File: src/rtl/button_press_classifier.sv
`default_nettype none
// ============================================================================
//  Module   : button_press_classifier
//  Purpose  : Front-end for the three-button control panel. Each raw
//             pushbutton is synchronised, debounced and classified by how
//             long it was held. The result is a one-cycle long-press
//             (lung_n) or short-press (scurt_n) pulse per button.
//  Ports    : clock            - system clock, all logic on posedge
//             reset            - synchronous, active-high
//             b1, b2, b3       - raw asynchronous pushbuttons, active-high
//             lung_1..lung_3   - one-cycle pulse, long press on button n
//             scurt_1..scurt_3 - one-cycle pulse, short press released
//  Params   : DEBOUNCE_CYCLES  - stable cycles before debounced level moves
//             LONG_CYCLES      - debounced-high cycles that make a long press
//  Revision : 1.0 - initial release
// ============================================================================
module button_press_classifier #(
   parameter int DEBOUNCE_CYCLES = 500000,
   parameter int LONG_CYCLES     = 50000000
) (
   input  logic clock,
   input  logic reset,
   input  logic b1,
   input  logic b2,
   input  logic b3,
   output logic lung_1,
   output logic lung_2,
   output logic lung_3,
   output logic scurt_1,
   output logic scurt_2,
   output logic scurt_3
);

   localparam int NUM_CH = 3;
   localparam int DCW    = $clog2(DEBOUNCE_CYCLES + 1);
   localparam int HCW    = $clog2(LONG_CYCLES + 1);

   localparam logic [DCW-1:0] c_DCNT_LAST = DCW'(DEBOUNCE_CYCLES - 1);
   localparam logic [HCW-1:0] c_HCNT_LAST = HCW'(LONG_CYCLES - 1);

   typedef enum logic [1:0] {
      ST_IDLE    = 2'd0,
      ST_PRESSED = 2'd1,
      ST_HELD    = 2'd2
   } state_t;

   logic [NUM_CH-1:0] w_raw;
   logic [NUM_CH-1:0] w_lung;
   logic [NUM_CH-1:0] w_scurt;

   assign w_raw = {b3, b2, b1};

   assign lung_1  = w_lung[0];
   assign lung_2  = w_lung[1];
   assign lung_3  = w_lung[2];
   assign scurt_1 = w_scurt[0];
   assign scurt_2 = w_scurt[1];
   assign scurt_3 = w_scurt[2];

   // Three identical, independent channels.
   for (genvar g = 0; g < NUM_CH; g++) begin : g_ch

      logic           r_sync1;
      logic           r_sync2;
      logic           r_db;
      logic [DCW-1:0] r_dcnt;
      logic [HCW-1:0] r_hcnt;
      logic [HCW-1:0] w_hcnt_next;
      state_t         r_state;
      state_t         w_state_next;
      logic           w_db_toggle;
      logic           w_db_rise;
      logic           r_lung;
      logic           r_scurt;
      logic           w_lung_next;
      logic           w_scurt_next;

      // ---------------------------------------------------------------
      // Two-flop synchroniser for the asynchronous button level.
      // ---------------------------------------------------------------
      always_ff @(posedge clock) begin
         if (reset) begin
            r_sync1 <= 1'b0;
            r_sync2 <= 1'b0;
         end else begin
            r_sync1 <= w_raw[g];
            r_sync2 <= r_sync1;
         end
      end

      // ---------------------------------------------------------------
      // Debouncer: the level must differ from r_db for DEBOUNCE_CYCLES
      // consecutive cycles. Any return to the r_db level clears the count.
      // ---------------------------------------------------------------
      assign w_db_toggle = (r_sync2 != r_db) && (r_dcnt == c_DCNT_LAST);
      // Rise strobe lets the classifier start on the same edge db rises,
      // so the hold count lines up with the cycles db is actually high.
      assign w_db_rise   = w_db_toggle && !r_db;

      always_ff @(posedge clock) begin
         if (reset) begin
            r_db   <= 1'b0;
            r_dcnt <= '0;
         end else if (r_sync2 == r_db) begin
            r_dcnt <= '0;
         end else if (w_db_toggle) begin
            r_db   <= ~r_db;
            r_dcnt <= '0;
         end else begin
            r_dcnt <= r_dcnt + 1'b1;
         end
      end

      // ---------------------------------------------------------------
      // Press classifier: state register.
      // ---------------------------------------------------------------
      always_ff @(posedge clock) begin
         if (reset) begin
            r_state <= ST_IDLE;
            r_hcnt  <= '0;
            r_lung  <= 1'b0;
            r_scurt <= 1'b0;
         end else begin
            r_state <= w_state_next;
            r_hcnt  <= w_hcnt_next;
            r_lung  <= w_lung_next;
            r_scurt <= w_scurt_next;
         end
      end

      // ---------------------------------------------------------------
      // Press classifier: next state and pulse decode.
      // ---------------------------------------------------------------
      always_comb begin
         w_state_next = r_state;
         w_hcnt_next  = r_hcnt;
         w_lung_next  = 1'b0;
         w_scurt_next = 1'b0;

         case (r_state)
            ST_IDLE: begin
               if (w_db_rise) begin
                  w_state_next = ST_PRESSED;
                  w_hcnt_next  = '0;
               end
            end

            ST_PRESSED: begin
               // Release is checked first so a release on the very cycle
               // the count reaches its limit is still a short press.
               if (!r_db) begin
                  w_scurt_next = 1'b1;
                  w_state_next = ST_IDLE;
               end else if (r_hcnt == c_HCNT_LAST) begin
                  w_lung_next  = 1'b1;
                  w_state_next = ST_HELD;
               end else begin
                  w_hcnt_next  = r_hcnt + 1'b1;
               end
            end

            ST_HELD: begin
               // Long press already reported; no repeat, no release pulse.
               if (!r_db) begin
                  w_state_next = ST_IDLE;
               end
            end

            default: begin
               w_state_next = ST_IDLE;
            end
         endcase
      end

      assign w_lung[g]  = r_lung;
      assign w_scurt[g] = r_scurt;

   end : g_ch

endmodule : button_press_classifier
`default_nettype wire
File: config.mk
export PLATFORM = sky130hd
export DESIGN_NAME = button_press_classifier
export DESIGN_NICKNAME = d
export VERILOG_FILES = /design/src/rtl/button_press_classifier.sv
export SDC_FILE = /design/constraint.sdc
export NUM_CORES = 1
export LEC_CHECK = 0
export BUFFER_PORTS_ARGS = -buffer_cell sky130_fd_sc_hd__buf_2
export CAP_MARGIN = 20
export CORE_ASPECT_RATIO = 0.9
export CORE_MARGIN = 4
export CORE_UTILIZATION = 57
export DETAILED_ROUTE_END_ITERATION = 7
export GPL_TIMING_DRIVEN = 0
export MAX_ROUTING_LAYER = met4
export PLACE_DENSITY = 0.76
export REMOVE_ABC_BUFFERS = 1
export SKIP_CTS_REPAIR_TIMING = 1
export SLEW_MARGIN = 20
export SYNTH_ARGS = -nofsm -noshare
export SYNTH_HDL_FRONTEND = slang
export SYNTH_SLANG_ARGS = --single-unit
File: constraint.sdc
create_clock -name clock -period 2.45 [get_ports clock]
set_input_delay 0.245 -clock clock [delete_from_list [all_inputs] [get_ports clock]]
set_output_delay 0.245 -clock clock [all_outputs]
set_load 0.005 [all_outputs]
### Word level (Yosys, flattened, before mapping)

Cells that the tools add are included.

| storage, ports and cells | value |
|---|---|
| bits in registers | 156 |
| bits of input ports | 5 |

| cells by class | value |
|---|---|
| $add $sub $neg | 6 |
| equal/unequal tests | 33 |
| mux-type cells | 33 |
| bitwise gates (word level) | 9 |
| reductions and logical operators | 33 |

Operator list:

| operator | count |
|---|---|
| 26-bit 2-to-1 mux | 9 |
| 26-bit case mux with 2 select lines | 3 |
| 26-bit by 1-bit adder with 26-bit output, second input constant | 3 |
| 26-bit == test, second input constant | 3 |
| 19-bit by 1-bit adder with 19-bit output, second input constant | 3 |
| 19-bit == test, second input constant | 3 |
| 2-bit 2-to-1 mux | 12 |
| 2-bit inequality test, second input constant | 12 |
| 2-bit case mux with 3 select lines | 3 |
| 3-bit OR reduction | 6 |
| 4-bit AND reduction | 3 |
| 3-bit inequality test, second input constant | 3 |
| 1-bit inverter | 9 |
| 3-bit AND reduction | 3 |
| 2-bit by 1-bit == test with 1-bit output, second input constant | 3 |
| 2-bit == test, second input constant | 3 |
| 1-bit logical AND | 6 |
| 2-bit logical NOT | 3 |
| 1-bit 2-to-1 mux | 6 |
| 2-bit AND reduction | 3 |
| 2-bit nonzero test | 3 |
| 2-bit OR reduction | 3 |
| 1-bit == test | 3 |
| 1-bit logical NOT | 3 |
| 1-bit inequality test | 3 |

### Longest topological paths before layout

Gate-level depths: netlist (run 1).

| logic depth | value |
|---|---|
| word-level depth | 5 |
| mapped depth | 9 |
| depth with buffers taken out | 7 |

### Worst setup path before layout (run 1)

Ideal clock, no wire load.

| timing path | value |
|---|---|
| path type | register to register |
| from | register g_ch[0].r_hcnt[0] |
| to | register g_ch[0].r_hcnt[20] |
| arrival time | 2.384 ns |
| required time | 2.376 ns |
| path slack | -0.008 ns |
| stages on the path, launching flop included | 9 |
| path buffers | 1 |
| period minus slack after synthesis | 2.458 ns |
| cells stage by stage | dfxtp_1 > ha_1 > nand4_2 > or2_2 > or4_1 > a2bb2oi_1 > buf_2 > nand2_1 > a31oi_1 |

| between the ends | value |
|---|---|
| longest elaborated chain between the ends | 4 |
| elaborated cells between the ends (all ways) | 7 |
| classes of those cells | add/sub: 1; eq/ne: 2; mux: 3; reduce/logical: 1 |

Ends and longest elaborated chain:

| element | line | source |
|---|---|---|
| from (decl) | 67 | `logic [HCW-1:0] r_hcnt;` |
| from (signal assigned) | 125 | `r_hcnt <= w_hcnt_next;` |
| 26-bit by 1-bit adder with 26-bit output | 158 | `w_hcnt_next = r_hcnt + 1'b1;` |
| 26-bit 2-to-1 mux | 154 | `end else if (r_hcnt == c_HCNT_LAST) begin` |
| 26-bit 2-to-1 mux | 151 | `if (!r_db) begin` |
| 26-bit case mux with 2 select lines | 140 | `case (r_state)` |

Parallel ways exist; a longest one is shown, timed or not. The select of a mux whose other input is x is not followed.
A chain may end at the register's enable or synchronous reset.

### Final worst setup path (run 1)

| timing path | value |
|---|---|
| from | register g_ch[0].r_hcnt[1] |
| to | register g_ch[0].r_hcnt[24] |

The elaborated chain is that of the path after synthesis.

==> flow_summary.json, run 1 <==
{
  "p_per_area_nw_per_um2": 630,
  "crit_path_cell_trace": "ha_4 > nand4_4 > or2_4 > or4_4 > a2bb2oi_4 > buf_4 > a22o_1 > a21o_1",
  "fmax_mhz": 415,
  "dr.pass1.iters": 5,
  "multi_input_area_um2": 4280,
  "cts_root_buf": "clkbuf_16",
  "start_kind": "flip-flop",
  "insertion_delay_ns": 0.43,
  "ys_seq_area_frac": 0.420,
  "hold_viol": 0,
  "drive_gt1_frac": 0.115,
  "yosysMostFrequentCell": "dfxtp_1",
  "numPortBuffers": 10,
  "dieWidth_um": 128,
  "synth_area_per_cell_um2": 8.16,
  "netlist_area_um2": 7430,
  "nets": 934,
  "path_class": "flip-flop to flip-flop",
  "async_flop_share": 0,
  "place.gp.congestion": 0.857,
  "drtAntennaViolNets": 0,
  "cts.clk_slew.worst_paths_ns": 0.07,
  "finalInstanceArea_um2": 8510,
  "viasPerCell": 6.09,
  "finalCoreUtilization": 0.669,
  "drv_cap": 0,
  "cp.arrival_ns": 2.78,
  "min_path_type": "primary input to flip-flop",
  "antenna_found_initial": 0,
  "io_pins": 11,
  "placed_area_um2": 7590,
  "clock-sinks": 156,
  "synth_top_area_share": 0.420,
  "grtUsageTotal": 0.234,
  "min_period_ns": 2.41,
  "cts_made_buffers": 17,
  "holdPathStages": 2,
  "die_height_um": 116,
  "synth-edff-count": 0,
  "leakage_uw": 0.00286,
  "synth_cell_type_count": 60,
  "fin_cells": 1100,
  "area_growth_pct": 14.5,
  "crit_path_max_incr_delay_ns": 0.59,
  "outcome": "complete, no violations",
  "grt_pass1_vias": 6121,
  "core_region_area_um2": 12700,
  "worstMarginPinSlew_ns": 0.758,
  "drv_slew": 0,
  "yosysWarnings": 0,
  "cp-end-kind": "flip-flop",
  "p_switching_uw": 1180,
  "p_int_uw": 4180,
  "htreeDepth": 4,
  "cts_tree": "yes",
  "hold_ws_ns": 0.0153,
  "irDropWorstVdd_v": 0.000523,
  "ys.flop_type": "dfxtp_1",
  "syn_inst": 911,
  "synth.area.top_cells": "dfxtp_1 (42%), nor2_1 (5.8%), nand3_1 (4.0%), nand2_1 (3.9%), o21ai_0 (3.7%)",
  "seq_area_um2": 3130,
  "fill_cells": 1039,
  "swShare": 0.220,
  "grt_overflow": 0,
  "insertedDiodeCount": 0,
  "power_uw": 5360,
  "cp_max_fo": 8,
  "pwr-share-seq": 0.475,
  "clockBufferDepth": 2,
  "slew_headroom": 0.490,
  "finalCritPeriodShare": 0.983,
  "dp.cells": 1055,
  "dp.final_hpwl_mm": 10.3,
  "clkPwrFrac": 0.512,
  "required_ns": 2.83,
  "clock_skew_ns": 0.00974,
  "via_count": 6694,
  "reg2regPathDepth": 8,
  "pwr-share-comb": 0.012,
  "synth_area_leader_cell": "dfxtp_1",
  "die-area_um2": 14900,
  "grt_max_degree": 50,
  "routed_wirelength_mm": 16.7,
  "initial_core_util": 0.584,
  "ys_ff_latch": 156,
  "grt_pass1_wl_mm": 28.3,
  "drc_errors": 0,
  "synth_common_cells": "dfxtp_1 (156), nor2_1 (115), nand2_1 (78), nand3_1 (59), o21ai_0 (55)",
  "row_count": 39,
  "drt_iter0_markers": 498,
  "setup_viol": 0,
  "routedWlPerCell_um": 15.2,
  "slowest_stage": "or4_4"
}
registers in the layout (all words and copies together) (netlist names), 3 cells and up:
name,count
g_ch.r_hcnt,78
g_ch.r_sync2,3
g_ch.r_dcnt,57
g_ch.r_state,6
g_ch.r_db,3
g_ch.r_sync1,3
cell families after synthesis:
kind of cell               count (synthesis)  share of synthesized area
adders and majority gates                  6                     0.0101
muxes                                      1                    0.00135
DFF                                      156                      0.420
buffers and inverters                     58                     0.0330
AOI/OAI and AO/OA                        191                      0.161
and+or+nand+nor                          447                      0.313
xor gates and xnor gates                  52                     0.0613
power by group through the flow:
stage,logic [uW],registers [uW],clock network [uW]
after floorplan,27.4,2610,0
after global placement,55.2,2610,0
after detailed placement,59.3,2610,0
after CTS,59.8,2550,2790
after global routing,72.8,2550,2890
final,65.5,2550,2750
routing by layer:
layer	vias to the layer above	routed length, um	track usage
li1	3337	-	-
met3	23	840	0.0480
met4	0	187	0.0806
met1	3169	7800	0.303
met5	-	0	-
met2	165	7890	0.369
worst paths after layout:
check                                        from                  to  slack (ns)
worst min register to register    g_ch[1].r_sync1     g_ch[1].r_sync2        0.43
worst max register to register  g_ch[0].r_hcnt[1]  g_ch[0].r_hcnt[24]        0.04
worst max-delay path            g_ch[0].r_hcnt[1]  g_ch[0].r_hcnt[24]        0.04
worst min-delay path                           b3     g_ch[2].r_sync1        0.02
metrics by stage:
| step | setup WS (ns) | TNS, ns |
|---|---|---|
| 6_report | 0.0416 | 0 |
| 5_1_grt | -0.0421 | -0.0795 |
| 4_1_cts | -1.13 | -34.35 |
| 3_5_place_dp | -1.10 | -58.67 |
| 3_3_place_gp | -1.22 | -76.81 |
| 2_1_floorplan | -0.269 | -6.32 |
final cells by class:
type                            instances  area share
Timing Repair Buffer                   26      0.0222
Clock inverter                         15      0.0220
Sequential cell                       156       0.368
Multi-Input combinational cell        697       0.502
Clock buffer                           17      0.0500
Inverter                               24      0.0110
Tap cell                              164      0.0241
Timing Repair inverter                  1    0.000588
critical path: cells and delay by family (launching register included):
family	cells	cell delay, ns
compound gates	3	0.47
simple gates	3	1.10
fa+ha+maj	1	0.19
buf+inv	1	0.20
flops	1	0.40
cells in the final DEF (no fill, tap or decap), types with 5 or more instances in the layout:
cell	n
a21o_1	5
a21oi_1	50
a311oi_1	6
a31oi_1	18
and2_1	11
and3_1	25
and4_1	10
buf_2	9
buf_4	14
clkbuf_16	17
dfxtp_1	150
dfxtp_2	6
ha_1	5
inv_1	23
inv_6	5
nand2_1	76
nand2b_1	8
nand3_1	57
nand4_1	34
nor2_1	114
nor2b_1	10
nor3_1	26
nor3_2	6
nor4_1	7
nor4b_1	6
nor4bb_1	5
o211ai_1	11
o21ai_0	55
o31ai_1	18
or3_1	16
xnor2_1	21
xor2_1	31
No activity file was read; power rests on OpenSTA's default activity.
==> inputs of run 2 (changes only) <==
--- a/config.mk
+++ b/config.mk
@@ -9,11 +9,10 @@
 export CAP_MARGIN = 20
 export CORE_ASPECT_RATIO = 0.9
 export CORE_MARGIN = 4
-export CORE_UTILIZATION = 57
+export CORE_UTILIZATION = 42
 export DETAILED_ROUTE_END_ITERATION = 7
 export GPL_TIMING_DRIVEN = 0
 export MAX_ROUTING_LAYER = met4
-export PLACE_DENSITY = 0.76
 export REMOVE_ABC_BUFFERS = 1
 export SKIP_CTS_REPAIR_TIMING = 1
 export SLEW_MARGIN = 20
==> flow_summary.json, run 2 (synthesis results as in run 1) <==
{
  "finalCritPeriodShare": 0.970,
  "cts.clk_slew.worst_paths_ns": 0.06,
  "grtUsageTotal": 0.177,
  "reg.largest.list": "g_ch.r_hcnt (78), g_ch.r_dcnt (57), g_ch.r_state (6)",
  "pwr-share-comb": 0.013,
  "power_uw": 5240,
  "top_register": "g_ch.r_hcnt",
  "finalCoreUtilization": 0.504,
  "grt_pass1_vias": 5861,
  "irDropWorstVdd_v": 0.000510,
  "grt_max_degree": 50,
  "pwr-share-seq": 0.487,
  "slew_headroom": 0.510,
  "core_region_area_um2": 17100,
  "p_int_uw": 4150,
  "insertedDiodeCount": 0,
  "cts_made_buffers": 17,
  "swShare": 0.209,
  "clock_skew_ns": 0.00818,
  "cts_root_buf": "clkbuf_16",
  "final_common_cell": "dfxtp_1",
  "area_growth_pct": 15.9,
  "leakage_uw": 0.00287,
  "die_height_um": 134,
  "tns_ns": 0,
  "path_class": "flip-flop to flip-flop",
  "p_switching_uw": 1100,
  "antenna_found_initial": 0,
  "die-area_um2": 19900,
  "drv_slew": 0,
  "drc_errors": 0,
  "setup_viol": 0,
  "drt_iter0_markers": 502,
  "htreeDepth": 4,
  "grt_overflow": 0,
  "numPortBuffers": 10,
  "drv_cap": 0,
  "viasPerCell": 5.54,
  "place.gp.congestion": 0.823,
  "insertion_delay_ns": 0.43,
  "grt_pass1_wl_mm": 28.8,
  "fmax_mhz": 421,
  "fin_cells": 1175,
  "row_count": 45,
  "largest_register_ffs": 78,
  "via_count": 6507,
  "cp.arrival_ns": 2.71,
  "cp_max_fo": 9,
  "outcome": "complete, no violations",
  "initial_core_util": 0.434,
  "cp-end-kind": "flip-flop",
  "clkPwrFrac": 0.501,
  "dp.cells": 1126,
  "routed_wirelength_mm": 17.1,
  "p_per_area_nw_per_um2": 608,
  "start_kind": "flip-flop",
  "grt_setup_unrepaired": "yes",
  "clockBufferDepth": 2,
  "cts_tree": "yes",
  "drive_gt1_frac": 0.116,
  "most-common-layout-cells": "dfxtp_1 (149), nor2_1 (114), nand2_1 (76)",
  "dr.pass1.iters": 4,
  "min_period_ns": 2.38,
  "dp.final_hpwl_mm": 10.9,
  "dieWidth_um": 148,
  "drtAntennaViolNets": 0,
  "clock-sinks": 156,
  "routedWlPerCell_um": 14.6,
  "io_pins": 11,
  "hold_viol": 0,
  "min_path_type": "primary input to flip-flop",
  "worstMarginPinSlew_ns": 0.728,
  "required_ns": 2.78,
  "nets": 938,
  "hold_ws_ns": 0.0262
}
==> run 2: changes by cell type in the layout (fill, tap and decap cells not counted), sizes merged, moves of 2 or more <==
| cell | change |
|---|---|
| inv | -6 |
| clkbuf | +5 |
| buf | +4 |
| clkinvlp | -2 |
| clkinv | +2 |
==> run 2: power by group through the flow <==
| stage | Clock (uW) | Sequential [uW] | Combinational, uW |
|---|---|---|---|
| after floorplan | 0 | 2610 | 27.4 |
| after global placement | 0 | 2610 | 57.5 |
| after detailed placement | 0 | 2610 | 62.5 |
| after CTS | 2690 | 2550 | 63.1 |
| after global routing | 2800 | 2550 | 73.4 |
| final | 2630 | 2550 | 65.9 |
==> run 2: final cells by class <==
type / count / area [um2]
inverter: 24 / 93.8
timing repair buffer: 29 / 206
sequential: 156 / 3130
multi-input combinational: 699 / 4300
tap: 235 / 294
clock buffer: 23 / 478
clock inverter: 9 / 113
fill: 1670 / 8500
==> run 2: layer usage <==
layer  vias to the layer above  GRT usage  part of all wire
met4                         0     0.0493             0.011
met3                        21     0.0365             0.039
met1                      3030      0.251              0.51
li1                       3353          -                 -
met2                       103      0.257              0.44
met5                         -          -                 0
==> run 2: metrics by stage <==
stage	setup slack (ns)	cell area, um2
6_report	0.0731	8620
3_3_place_gp	-1.29	7620
5_1_grt	-0.0529	8620
3_5_place_dp	-1.16	7680
2_1_floorplan	-0.269	7280
4_1_cts	-1.14	8270
==> run 2: path summary, 6_finish.rpt <==
path / startpoint / end / slack, ns / cells past startpoint
setup / recovery: g_ch[2].r_hcnt[9] / g_ch[2].r_hcnt[3] / 0.07 / 6
hold reg to reg: g_ch[2].r_sync1 / g_ch[2].r_sync2 / 0.44 / 1
setup reg to reg: g_ch[2].r_hcnt[9] / g_ch[2].r_hcnt[3] / 0.07 / 6
hold / removal: b3 / g_ch[2].r_sync1 / 0.03 / 2
==> run 2: critical path, stage by stage (launching register included) <==
cell and delay (ns):
dfxtp_2 0.36, or4_1 0.52, or4_4 0.47, o211a_4 0.28, o21ba_4 0.26, buf_4 0.14, a311oi_1 0.25
==> inputs of run 3 (changes only) <==
==> constraint.sdc (replaced) <==
create_clock -name clock -period 2.45 [get_ports clock]
set_input_delay 0.6125 -clock clock [delete_from_list [all_inputs] [get_ports clock]]
set_output_delay 0.6125 -clock clock [all_outputs]
set_load 0.005 [all_outputs]
==> flow_summary.json, run 3 (synthesis results as in run 1) <==
{
  "outcome": "complete, no violations",
  "final_common_cell": "dfxtp_1",
  "dp.cells": 1126,
  "finalCritPeriodShare": 0.962,
  "htreeDepth": 4,
  "drv_slew": 0,
  "p_per_area_nw_per_um2": 606,
  "place.gp.congestion": 0.823,
  "dp.final_hpwl_mm": 10.9,
  "cts_root_buf": "clkbuf_16",
  "insertedDiodeCount": 0,
  "numPortBuffers": 10,
  "cts_tree": "yes",
  "tns_ns": 0,
  "cp-end-kind": "flip-flop",
  "crit_path_max_incr_delay_ns": 0.52,
  "placed_area_um2": 7680,
  "hold_viol": 0,
  "reg.largest.list": "g_ch.r_hcnt (78), g_ch.r_dcnt (57), g_ch.r_state (6)",
  "slew_headroom": 0.510,
  "leakage_uw": 0.00289,
  "viasPerCell": 5.56,
  "drive_gt1_frac": 0.121,
  "post-place-ws_ns": -1.51,
  "cts_made_buffers": 17,
  "fin_cells": 1178,
  "crit_path_cell_trace": "or4_1 > or4_4 > o211a_4 > o21ba_4 > buf_4 > a311oi_1",
  "required_ns": 2.79,
  "antenna_found_initial": 0,
  "worstMarginPinSlew_ns": 0.728,
  "most-common-layout-cells": "dfxtp_1 (149), nor2_1 (114), nand2_1 (76)",
  "dieWidth_um": 148,
  "io_pins": 11,
  "grt_setup_unrepaired": "yes",
  "setup_viol": 0,
  "insertion_delay_ns": 0.43,
  "nets": 941,
  "initial_core_util": 0.434,
  "setup_slack_ns": 0.0926,
  "cp_max_fo": 9,
  "grt_pass1_vias": 5861,
  "row_count": 45,
  "top_register": "g_ch.r_hcnt",
  "drtAntennaViolNets": 0,
  "core_region_area_um2": 17100,
  "drc_errors": 0,
  "power_uw": 5250,
  "holdPathEnd": "g_ch[2].r_sync1",
  "slowest_stage": "or4_1",
  "drv_cap": 0,
  "reg2regPathDepth": 6,
  "regToRegSetupSlack_ns": 0.09,
  "clock_skew_ns": 0.00860,
  "clock-sinks": 156,
  "cpLargestDelayFamily": "simple AND/OR/NAND/NOR gates",
  "fmax_mhz": 424,
  "path_class": "flip-flop to flip-flop",
  "grt_pass1_wl_mm": 28.8,
  "highest_layer": "met4",
  "rr_startpoint": "g_ch[2].r_hcnt[9]",
  "cp.arrival_ns": 2.69,
  "grtUsageTotal": 0.177,
  "reg2reg_to": "g_ch[2].r_hcnt[3]",
  "finalInstanceArea_um2": 8660,
  "routedWlPerCell_um": 14.6,
  "wl_met2_mm": 7.63,
  "largest_register_ffs": 78,
  "die_height_um": 134,
  "cts.clk_slew.worst_paths_ns": 0.06,
  "dr.pass1.iters": 5,
  "start_kind": "flip-flop",
  "path_buf_inv": 1,
  "drt_iter0_markers": 480,
  "hp-start": "b3",
  "irDropWorstVdd_v": 0.000510,
  "via_count": 6551,
  "grt_max_degree": 50,
  "holdPathStages": 2,
  "grt_overflow": 0,
  "wl_met3_um": 661,
  "min_path_type": "primary input to flip-flop",
  "die-area_um2": 19900,
  "clockBufferDepth": 2,
  "min_period_ns": 2.36,
  "routed_wirelength_mm": 17.3,
  "area_growth_pct": 16.5,
  "wirelength_met1_mm": 8.78
}
[run 3: cell count changes in the layout (fill, tap and decap cells not counted)]
cell,previous run,this run
a211oi_1,1,0
a211oi_2,0,1
buf_12,0,1
buf_4,18,19
clkinvlp_2,0,1
nor4_1,7,6
nor4_2,0,1
o21ai_0,53,54
o21ai_1,3,2
[run 3: report_power, final]
group	leakage [uW]	internal (uW)	switching [uW]
clock	0.000287	1580	1050
sequential	0.00126	2540	6.71
combinational	0.00134	21.4	50.9
total	0.00289	4150	1100
[run 3: worst max-delay path by stage]
stage,start,end,depth (start not counted),slack [ns]
2_1_floorplan,g_ch[0].r_hcnt[0],g_ch[0].r_hcnt[20],7,-0.27
3_3_place_gp,reset,g_ch[1].r_hcnt[23],6,-1.46
3_5_place_dp,reset,g_ch[1].r_hcnt[11],6,-1.51
4_1_cts,g_ch[0].r_hcnt[0],g_ch[0].r_hcnt[18],7,-1.14
5_1_grt,g_ch[0].r_hcnt[13],g_ch[0].r_hcnt[24],6,-0.05
6_report,g_ch[2].r_hcnt[9],g_ch[2].r_hcnt[3],6,0.09
[run 3: layout make-up]
| type | count | area, um2 |
|---|---|---|
| Timing Repair Buffer | 31 | 234 |
| Tap cell | 235 | 294 |
| Timing Repair inverter | 1 | 5.00 |
| Clock inverter | 9 | 113 |
| Sequential cell | 156 | 3130 |
| Clock buffer | 23 | 478 |
| Fill cell | 1667 | 8450 |
| Inverter | 24 | 93.8 |
| Multi-Input combinational cell | 699 | 4310 |
[run 3: per-stage QoR]
stage,util,hold slack (ns)
detailed placement,0.449,0.427
floorplan,-,0.414
global placement,0.445,0.419
global route,0.506,0.406
finish,0.506,0.395
CTS,0.483,0.381
[run 3: layer usage]
| layer | track usage | vias up |
|---|---|---|
| met2 | 0.257 | 96 |
| met1 | 0.251 | 3073 |
| met3 | 0.0365 | 17 |
| met4 | 0.0493 | 0 |
| li1 | - | 3365 |
| met5 | - | - |
